===== config.mk =====
export PLATFORM = sky130hd
export DESIGN_NAME = inst_decoder
export DESIGN_NICKNAME = d
export VERILOG_FILES = /design/src/rtl/core_inst_pkg.sv /design/src/rtl/inst_checker.sv /design/src/rtl/inst_decoder.sv
export SDC_FILE = /design/constraint.sdc
export NUM_CORES = 1
export LEC_CHECK = 0
export ABC_CLOCK_PERIOD_IN_PS = 1600
export BUFFER_PORTS_ARGS = -buffer_cell sky130_fd_sc_hd__buf_2
export CORE_UTILIZATION = 36
export DETAILED_ROUTE_END_ITERATION = 8
export GPL_ROUTABILITY_DRIVEN = 0
export PLACE_DENSITY = 0.8
export SLEW_MARGIN = 20
export SYNTH_ARGS = -nofsm -noshare
export SYNTH_HDL_FRONTEND = slang
export SYNTH_SLANG_ARGS = --single-unit

===== constraint.sdc =====
create_clock -name clk -period 1.6 [get_ports clk]
set_input_delay 0.08 -clock clk [delete_from_list [all_inputs] [get_ports clk]]
set_output_delay 0.08 -clock clk [all_outputs]
set_load 0.02 [all_outputs]

===== src/rtl/core_inst_pkg.sv =====
// Shared field layout, widths and error codes for the core instruction word.
package core_inst_pkg;

   localparam int unsigned INST_W = 64;
   localparam int unsigned ADDR_W = 11;
   localparam int unsigned CNT_W  = 8;
   localparam int unsigned RSVD_W = 27;
   localparam int unsigned ERR_W  = 3;

   localparam int unsigned BIT_WEN_XMEM = 18;
   localparam int unsigned BIT_CEN_XMEM = 19;
   localparam int unsigned BIT_CEN_PMEM = 32;

   typedef enum logic [ERR_W-1:0] {
      NONE             = 3'd0,
      OFIFO_UNDERRUN   = 3'd1,
      LOAD_EXEC        = 3'd2,
      XMEM_L0_CONFLICT = 3'd3,
      ACC_PASS         = 3'd4,
      RSVD             = 3'd5
   } inst_err_e;

   // MSB-first layout of the 64-bit instruction word
   typedef struct packed {
      logic              debug;
      logic [RSVD_W-1:0] rsvd;
      logic              ren_pmem;
      logic              sfu_pass;
      logic              acc;
      logic              cen_pmem;
      logic              wen_pmem;
      logic [ADDR_W-1:0] a_pmem;
      logic              cen_xmem;
      logic              wen_xmem;
      logic [ADDR_W-1:0] a_xmem;
      logic              ofifo_rd;
      logic              ififo_wr;
      logic              ififo_rd;
      logic              l0_rd;
      logic              l0_wr;
      logic              execute;
      logic              load;
   } inst_t;

   // Idle word: everything off, active-low enables deasserted
   localparam logic [INST_W-1:0] INST_IDLE = (INST_W'(1) << BIT_WEN_XMEM)
                                           | (INST_W'(1) << BIT_CEN_XMEM)
                                           | (INST_W'(1) << BIT_CEN_PMEM);

endpackage


===== src/rtl/inst_checker.sv =====
// Protocol checker: same-cycle error detect with a sticky first-error latch.
module inst_checker
   import core_inst_pkg::*;
(
   input  logic              clk_i,
   input  logic              rst_i,
   input  logic              ofifo_valid_i,
   input  logic              ofifo_rd_i,
   input  logic              load_i,
   input  logic              execute_i,
   input  logic              l0_wr_i,
   input  logic              cen_xmem_i,
   input  logic              wen_xmem_i,
   input  logic              cen_pmem_i,
   input  logic              acc_i,
   input  logic              sfu_pass_i,
   input  logic [RSVD_W-1:0] rsvd_i,
   output logic              err_o,
   output logic [ERR_W-1:0]  err_code_o
);

   inst_err_e code_d;
   inst_err_e code_q;
   logic      err_q;

   // Priority chain: lowest code wins when several fire together
   always_comb begin
      code_d = NONE;
      if (ofifo_rd_i && !ofifo_valid_i)                 code_d = OFIFO_UNDERRUN;
      else if (load_i && execute_i)                     code_d = LOAD_EXEC;
      else if (!cen_xmem_i && !wen_xmem_i && l0_wr_i)   code_d = XMEM_L0_CONFLICT;
      else if (!cen_pmem_i && acc_i && sfu_pass_i)      code_d = ACC_PASS;
      else if (|rsvd_i)                                 code_d = RSVD;
   end

   always_ff @(posedge clk_i or posedge rst_i) begin
      if (rst_i) begin
         err_q  <= 1'b0;
         code_q <= NONE;
      end else if (!err_q && (code_d != NONE)) begin
         err_q  <= 1'b1;
         code_q <= code_d;
      end
   end

   assign err_o      = err_q;
   assign err_code_o = code_q;

endmodule


===== src/rtl/inst_decoder.sv =====
// Registers the sequencer instruction word into per-unit strobes, times psum write-back,
// counts OFIFO pops. Protocol checker is built only when INST_CHECK_EN is defined.
module inst_decoder
   import core_inst_pkg::*;
(
   input  logic              clk,
   input  logic              reset,
   input  logic [INST_W-1:0] inst,
   input  logic              ofifo_valid,
   output logic              load,
   output logic              execute,
   output logic              l0_wr,
   output logic              l0_rd,
   output logic              ififo_rd,
   output logic              ififo_wr,
   output logic              ofifo_rd,
   output logic              xmem_cen,
   output logic              xmem_wen,
   output logic [ADDR_W-1:0] xmem_addr,
   output logic              pmem_cen,
   output logic [ADDR_W-1:0] pmem_addr,
   output logic              pmem_wr_en,
   output logic [ADDR_W-1:0] pmem_wr_addr,
   output logic              acc,
   output logic              sfu_passthrough,
   output logic              pmem_ren,
   output logic              debug,
   output logic              acc_fwd,
   output logic [CNT_W-1:0]  pop_cnt,
   output logic              err,
   output logic [ERR_W-1:0]  err_code
);

   inst_t              inst_s;
   inst_t              inst_q;
   logic               arm_d, arm_q;
   logic               wr_en_q;
   logic [ADDR_W-1:0]  wr_addr_d, wr_addr_q;
   logic               acc_fwd_d, acc_fwd_q;
   logic [CNT_W-1:0]   pop_cnt_d, pop_cnt_q;
   logic               unused_ok;

   assign inst_s = inst_t'(inst);

   // A read-with-write-back arms now and lands one cycle after the read is presented
   assign arm_d     = !inst_s.cen_pmem && inst_s.wen_pmem;
   assign wr_addr_d = arm_q ? inst_q.a_pmem : wr_addr_q;
   // Next-cycle read address matches next-cycle write-back address
   assign acc_fwd_d = !inst_s.cen_pmem && arm_q && (inst_s.a_pmem == inst_q.a_pmem);
   assign pop_cnt_d = pop_cnt_q + CNT_W'(inst_q.ofifo_rd);

   always_ff @(posedge clk or posedge reset) begin
      if (reset) begin
         inst_q    <= inst_t'(INST_IDLE);
         arm_q     <= 1'b0;
         wr_en_q   <= 1'b0;
         wr_addr_q <= '0;
         acc_fwd_q <= 1'b0;
         pop_cnt_q <= '0;
      end else begin
         inst_q    <= inst_s;
         arm_q     <= arm_d;
         wr_en_q   <= arm_q;
         wr_addr_q <= wr_addr_d;
         acc_fwd_q <= acc_fwd_d;
         pop_cnt_q <= pop_cnt_d;
      end
   end

   assign load            = inst_q.load;
   assign execute         = inst_q.execute;
   assign l0_wr           = inst_q.l0_wr;
   assign l0_rd           = inst_q.l0_rd;
   assign ififo_rd        = inst_q.ififo_rd;
   assign ififo_wr        = inst_q.ififo_wr;
   assign ofifo_rd        = inst_q.ofifo_rd;
   assign xmem_cen        = inst_q.cen_xmem;
   assign xmem_wen        = inst_q.wen_xmem;
   assign xmem_addr       = inst_q.a_xmem;
   assign pmem_cen        = inst_q.cen_pmem;
   assign pmem_addr       = inst_q.a_pmem;
   assign pmem_wr_en      = wr_en_q;
   assign pmem_wr_addr    = wr_addr_q;
   assign acc             = inst_q.acc;
   assign sfu_passthrough = inst_q.sfu_pass;
   assign pmem_ren        = inst_q.ren_pmem;
   assign debug           = inst_q.debug;
   assign acc_fwd         = acc_fwd_q;
   assign pop_cnt         = pop_cnt_q;

   assign unused_ok = ^{ofifo_valid, inst_q.rsvd, inst_q.wen_pmem};

`ifdef INST_CHECK_EN
   inst_checker u_checker (
      .clk_i         (clk),
      .rst_i         (reset),
      .ofifo_valid_i (ofifo_valid),
      .ofifo_rd_i    (inst_s.ofifo_rd),
      .load_i        (inst_s.load),
      .execute_i     (inst_s.execute),
      .l0_wr_i       (inst_s.l0_wr),
      .cen_xmem_i    (inst_s.cen_xmem),
      .wen_xmem_i    (inst_s.wen_xmem),
      .cen_pmem_i    (inst_s.cen_pmem),
      .acc_i         (inst_s.acc),
      .sfu_pass_i    (inst_s.sfu_pass),
      .rsvd_i        (inst_s.rsvd),
      .err_o         (err),
      .err_code_o    (err_code)
   );
`else
   assign err      = 1'b0;
   assign err_code = '0;
`endif

endmodule


Word level (Yosys, flattened, before mapping):

Cells that the tools add are included.

* bits in registers: 58
* logic and storage cells: 27
* output and inout port bits: 61

* add/sub/neg operators: 1
* reductions and logical operators: 4
* equal/unequal tests: 1

Operators by type and width (number)
* equality test 11 bit: 1
* adder 8 x 1 -> 8 bit: 1
* logical AND 1 bit: 3
* zero test 1 bit: 1

Longest topological paths before layout:

* depth after elaboration: 3
* gate-level depth with buffers: 5

Worst setup path after synthesis:

No wires, ideal clock.

* kind: flip-flop to flip-flop
* start point: reg inst_q, in the netlist ofifo_rd
* end point: reg pop_cnt_q[6], in the netlist pop_cnt[6]
* cell stages (with the launch flop): 6
* library setup time: 0.129 ns
* arrival time: 1.245 ns
* slack: 0.226 ns
* data required time: 1.471 ns
* cell sequence: dfrtp_1 -> ha_1 -> ha_1 -> and3_2 -> nand3_1 -> xnor2_1

* longest elaborated chain between the ends: 1

RTL lines
* start: declaration: line inst_decoder.sv:35 `inst_t inst_q;`
* start signal: assignment: line inst_decoder.sv:54 `inst_q <= inst_t'(INST_IDLE);`
* start signal: assignment: line inst_decoder.sv:61 `inst_q <= inst_s;`
* adder 8 x 1 -> 8 bit: line inst_decoder.sv:50 `assign pop_cnt_d = pop_cnt_q + CNT_W'(inst_q.ofifo_rd);`
* named net pop_cnt_d[6]: line inst_decoder.sv:40 `logic [CNT_W-1:0] pop_cnt_d, pop_cnt_q;`
* end signal: assignment: line inst_decoder.sv:66 `pop_cnt_q <= pop_cnt_d;`
* end: declaration: line inst_decoder.sv:40

The timed path passes the listed nets, and every way through them passes these cells.
A chain may end at the register's enable or synchronous reset.

Worst setup path in the final report:

Same ends and word-level chain as after synthesis.

==> impl_metrics.env <==
export IMPL_yosys_warnings=0
export IMPL_postCtsResizedCells=0
export IMPL_insertedDiodeCount=0
export IMPL_seq_area_frac_synth_pct=77.5
export IMPL_numCtsBuffers=9
export IMPL_min_period_ns=1.34
export IMPL_fin_cells=325
export IMPL_setup_tns_ns=0
export IMPL_worstSetupStartpointType="register"
export IMPL_coreArea_um2=4880
export IMPL_nNetsFinal=322
export IMPL_mostFrequentLayoutCells="95 x buf_2, 55 x dfrtp_1, 38 x dlygate4sd3_1"
export IMPL_synth_distinct_cells=18
export IMPL_maxCapViolCount=0
export IMPL_grt_pass1_wl_um=6820
export IMPL_grt_start_max_net_pins=59
export IMPL_vias=1369
export IMPL_cp_max_fo=2
export IMPL_irDropWorstVdd_mv=0.668
export IMPL_cts_sinks=58
export IMPL_internal_power_mw=2.57
export IMPL_fp_row_count=25
export IMPL_place_area_um2=2450
export IMPL_clkPwrFrac_pct=31.0
export IMPL_cts_tree="done"
export IMPL_fp_dieArea_um2=5510
export IMPL_wl_per_cell_um=13.7
export IMPL_syn_avg_cell_area_um2=17.4
export IMPL_fin_crit_sh_pct=84.0
export IMPL_initial_utilization_pct=38.5
export IMPL_slew_violations=0
export IMPL_routed_wl_um=4450
export IMPL_drc=0
export IMPL_total_leakage_power_nw=1.48
export IMPL_placed_cells=271
export IMPL_synth_cells=108
export IMPL_clock_latency_ns=0.32
export IMPL_first_global_vias=1453
export IMPL_firstDrtPassIters=4
export IMPL_htree_num_levels=3
export IMPL_finalClockSkew_ns=0.00430
export IMPL_clk_pin_slew_ns=0.06
export IMPL_drt_iter0_drc=28
export IMPL_via_per_inst=4.21
export IMPL_port_buffers=95
export IMPL_pwr_share_seq_pct=48.2
export IMPL_hold_viol_final=0
export IMPL_fmax_mhz=744
export IMPL_crit_required_ns=1.85
export IMPL_root_buffer="clkbuf_8"
export IMPL_ys_ff_latch=58
export IMPL_grt_use_total_pct=17.5
export IMPL_dp_hpwl_um=2640
export IMPL_stdcell_area_um2=3000
export IMPL_hold_buffers=38
export IMPL_ioPinCount=128
export IMPL_layout_commonest_cell="buf_2"
export IMPL_power_frac_comb_pct=20.8
export IMPL_postRouteAntennaNets=0
export IMPL_syn_to_final_growth_pct=59.6
export IMPL_fill_cells=406
export IMPL_critPathCaptureType="register"
export IMPL_post_cts_buffers=0
export IMPL_syn_area_um2=1880
export IMPL_layout_drive_gt1_share_pct=50.8
export IMPL_status="finished, final reports clean"
export IMPL_power_per_cell_area_nw_per_um2=1230
export IMPL_cp_arrival_ns=1.59
export IMPL_setup_violations=0
export IMPL_clockBufferDepth=2
export IMPL_grt_ovfl_total=0
export IMPL_antenna_found_initial=0
export IMPL_die_y_um=74.2
export IMPL_fp_dieW_um=74.2
export IMPL_path_class="reg -> reg"
export IMPL_power_switching_mw=1.11
export IMPL_hp_class="in -> async"
export IMPL_rsz0062_at_grt="false"
export IMPL_sw_frac_of_total_pct=30.1
==> cell families (layout without fill, tap and decap cells) <==
group	Yosys count	after routing	synth area share, %
buf+inv	6	153	2.20
simple gates	13	13	4.26
xor+xnor	17	17	7.93
flops	58	58	77.5
other cells	1	4	0.200
fa+ha+maj	2	2	1.33
mux	11	11	6.60
==> sequential cells by signal, summed over array words and instances (netlist names), 8 cells and up <==
signal and flops:
pmem_addr 11, pmem_wr_addr 11, xmem_addr 11, pop_cnt 8
==> worst paths after layout <==
check / from / end / slack [ns] / depth (start not counted)
setup / recovery: ofifo_rd / pop_cnt[6] / 0.26 / 5
hold / removal: reset / pop_cnt[2] / 0.37 / 4
setup reg to reg: ofifo_rd / pop_cnt[6] / 0.26 / 5
hold reg to reg: arm_q / pmem_wr_en / 0.46 / 0
max in group asynchronous: reset / xmem_wen / 0.94 / 4
min in group clk: inst[0] / load / 0.39 / 2
==> layer usage <==
layer / part of all wire, % / vias to the layer above / wire, um / global-route usage, %
met5: 0 / - / 0 / 0
met1: 38 / 655 / 1700 / 19.3
met4: 2.8 / 0 / 123 / 12.4
met2: 53 / 67 / 2370 / 29.3
li1: - / 636 / - / -
met3: 5.8 / 11 / 260 / 5.01
==> stage by stage <==
stage          hold WS (ns)  power (mW)  utilization, %  setup WS, ns
6_report              0.367        3.68            61.4         0.256
5_1_grt               0.383        3.87            61.4         0.191
4_1_cts               0.356        3.72            61.4         0.239
3_5_place_dp          0.156        2.49            50.1         0.252
3_3_place_gp          0.156        2.47            50.1         0.303
2_1_floorplan        0.0845        2.21               -        0.0970
==> worst max-delay path: stages (launching register included) <==
cell and delay [ns]:
dfrtp_1 0.38, ha_1 0.23, ha_1 0.22, and3_2 0.23, nand3_1 0.09, xnor2_1 0.12
==> power by group through the flow <==
stage / logic (mW) / clock network, mW / registers, mW
global route: 0.826 / 1.24 / 1.80
CTS: 0.768 / 1.18 / 1.77
detailed placement: 0.695 / 0 / 1.80
global placement: 0.682 / 0 / 1.79
finish: 0.766 / 1.14 / 1.77
floorplan: 0.202 / 0 / 2.01
==> cell type report <==
cell class                 instances  area [um2]  area share [%]
clock buffer                      11         141            4.72
tap                               67        83.8            2.80
multi-input combinational         47         393            13.1
sequential                        58        1460            48.5
inverter                           1        3.75           0.125
clock inverter                     5        30.0            1.00
timing repair buffer             136         891            29.7
==> cells in the mapped netlist <==
master / count / area [um2]
nand4_1: 3 / 18.8
xnor2_1: 13 / 114
nor3_2: 1 / 10.0
ha_1: 2 / 25.0
dfstp_2: 3 / 78.8
xor2_1: 4 / 35.0
buf_4: 5 / 37.5
nor3_1: 1 / 5.00
nor2_1: 1 / 3.75
mux2_2: 11 / 124
nand2_1: 2 / 7.51
nand3_2: 1 / 10.0
nand3_1: 1 / 5.00
and3_2: 1 / 7.51
nor2b_1: 2 / 12.5
dfrtp_1: 55 / 1380
conb_1: 1 / 3.75
inv_1: 1 / 3.75
Power figures use the tool's default switching activity.
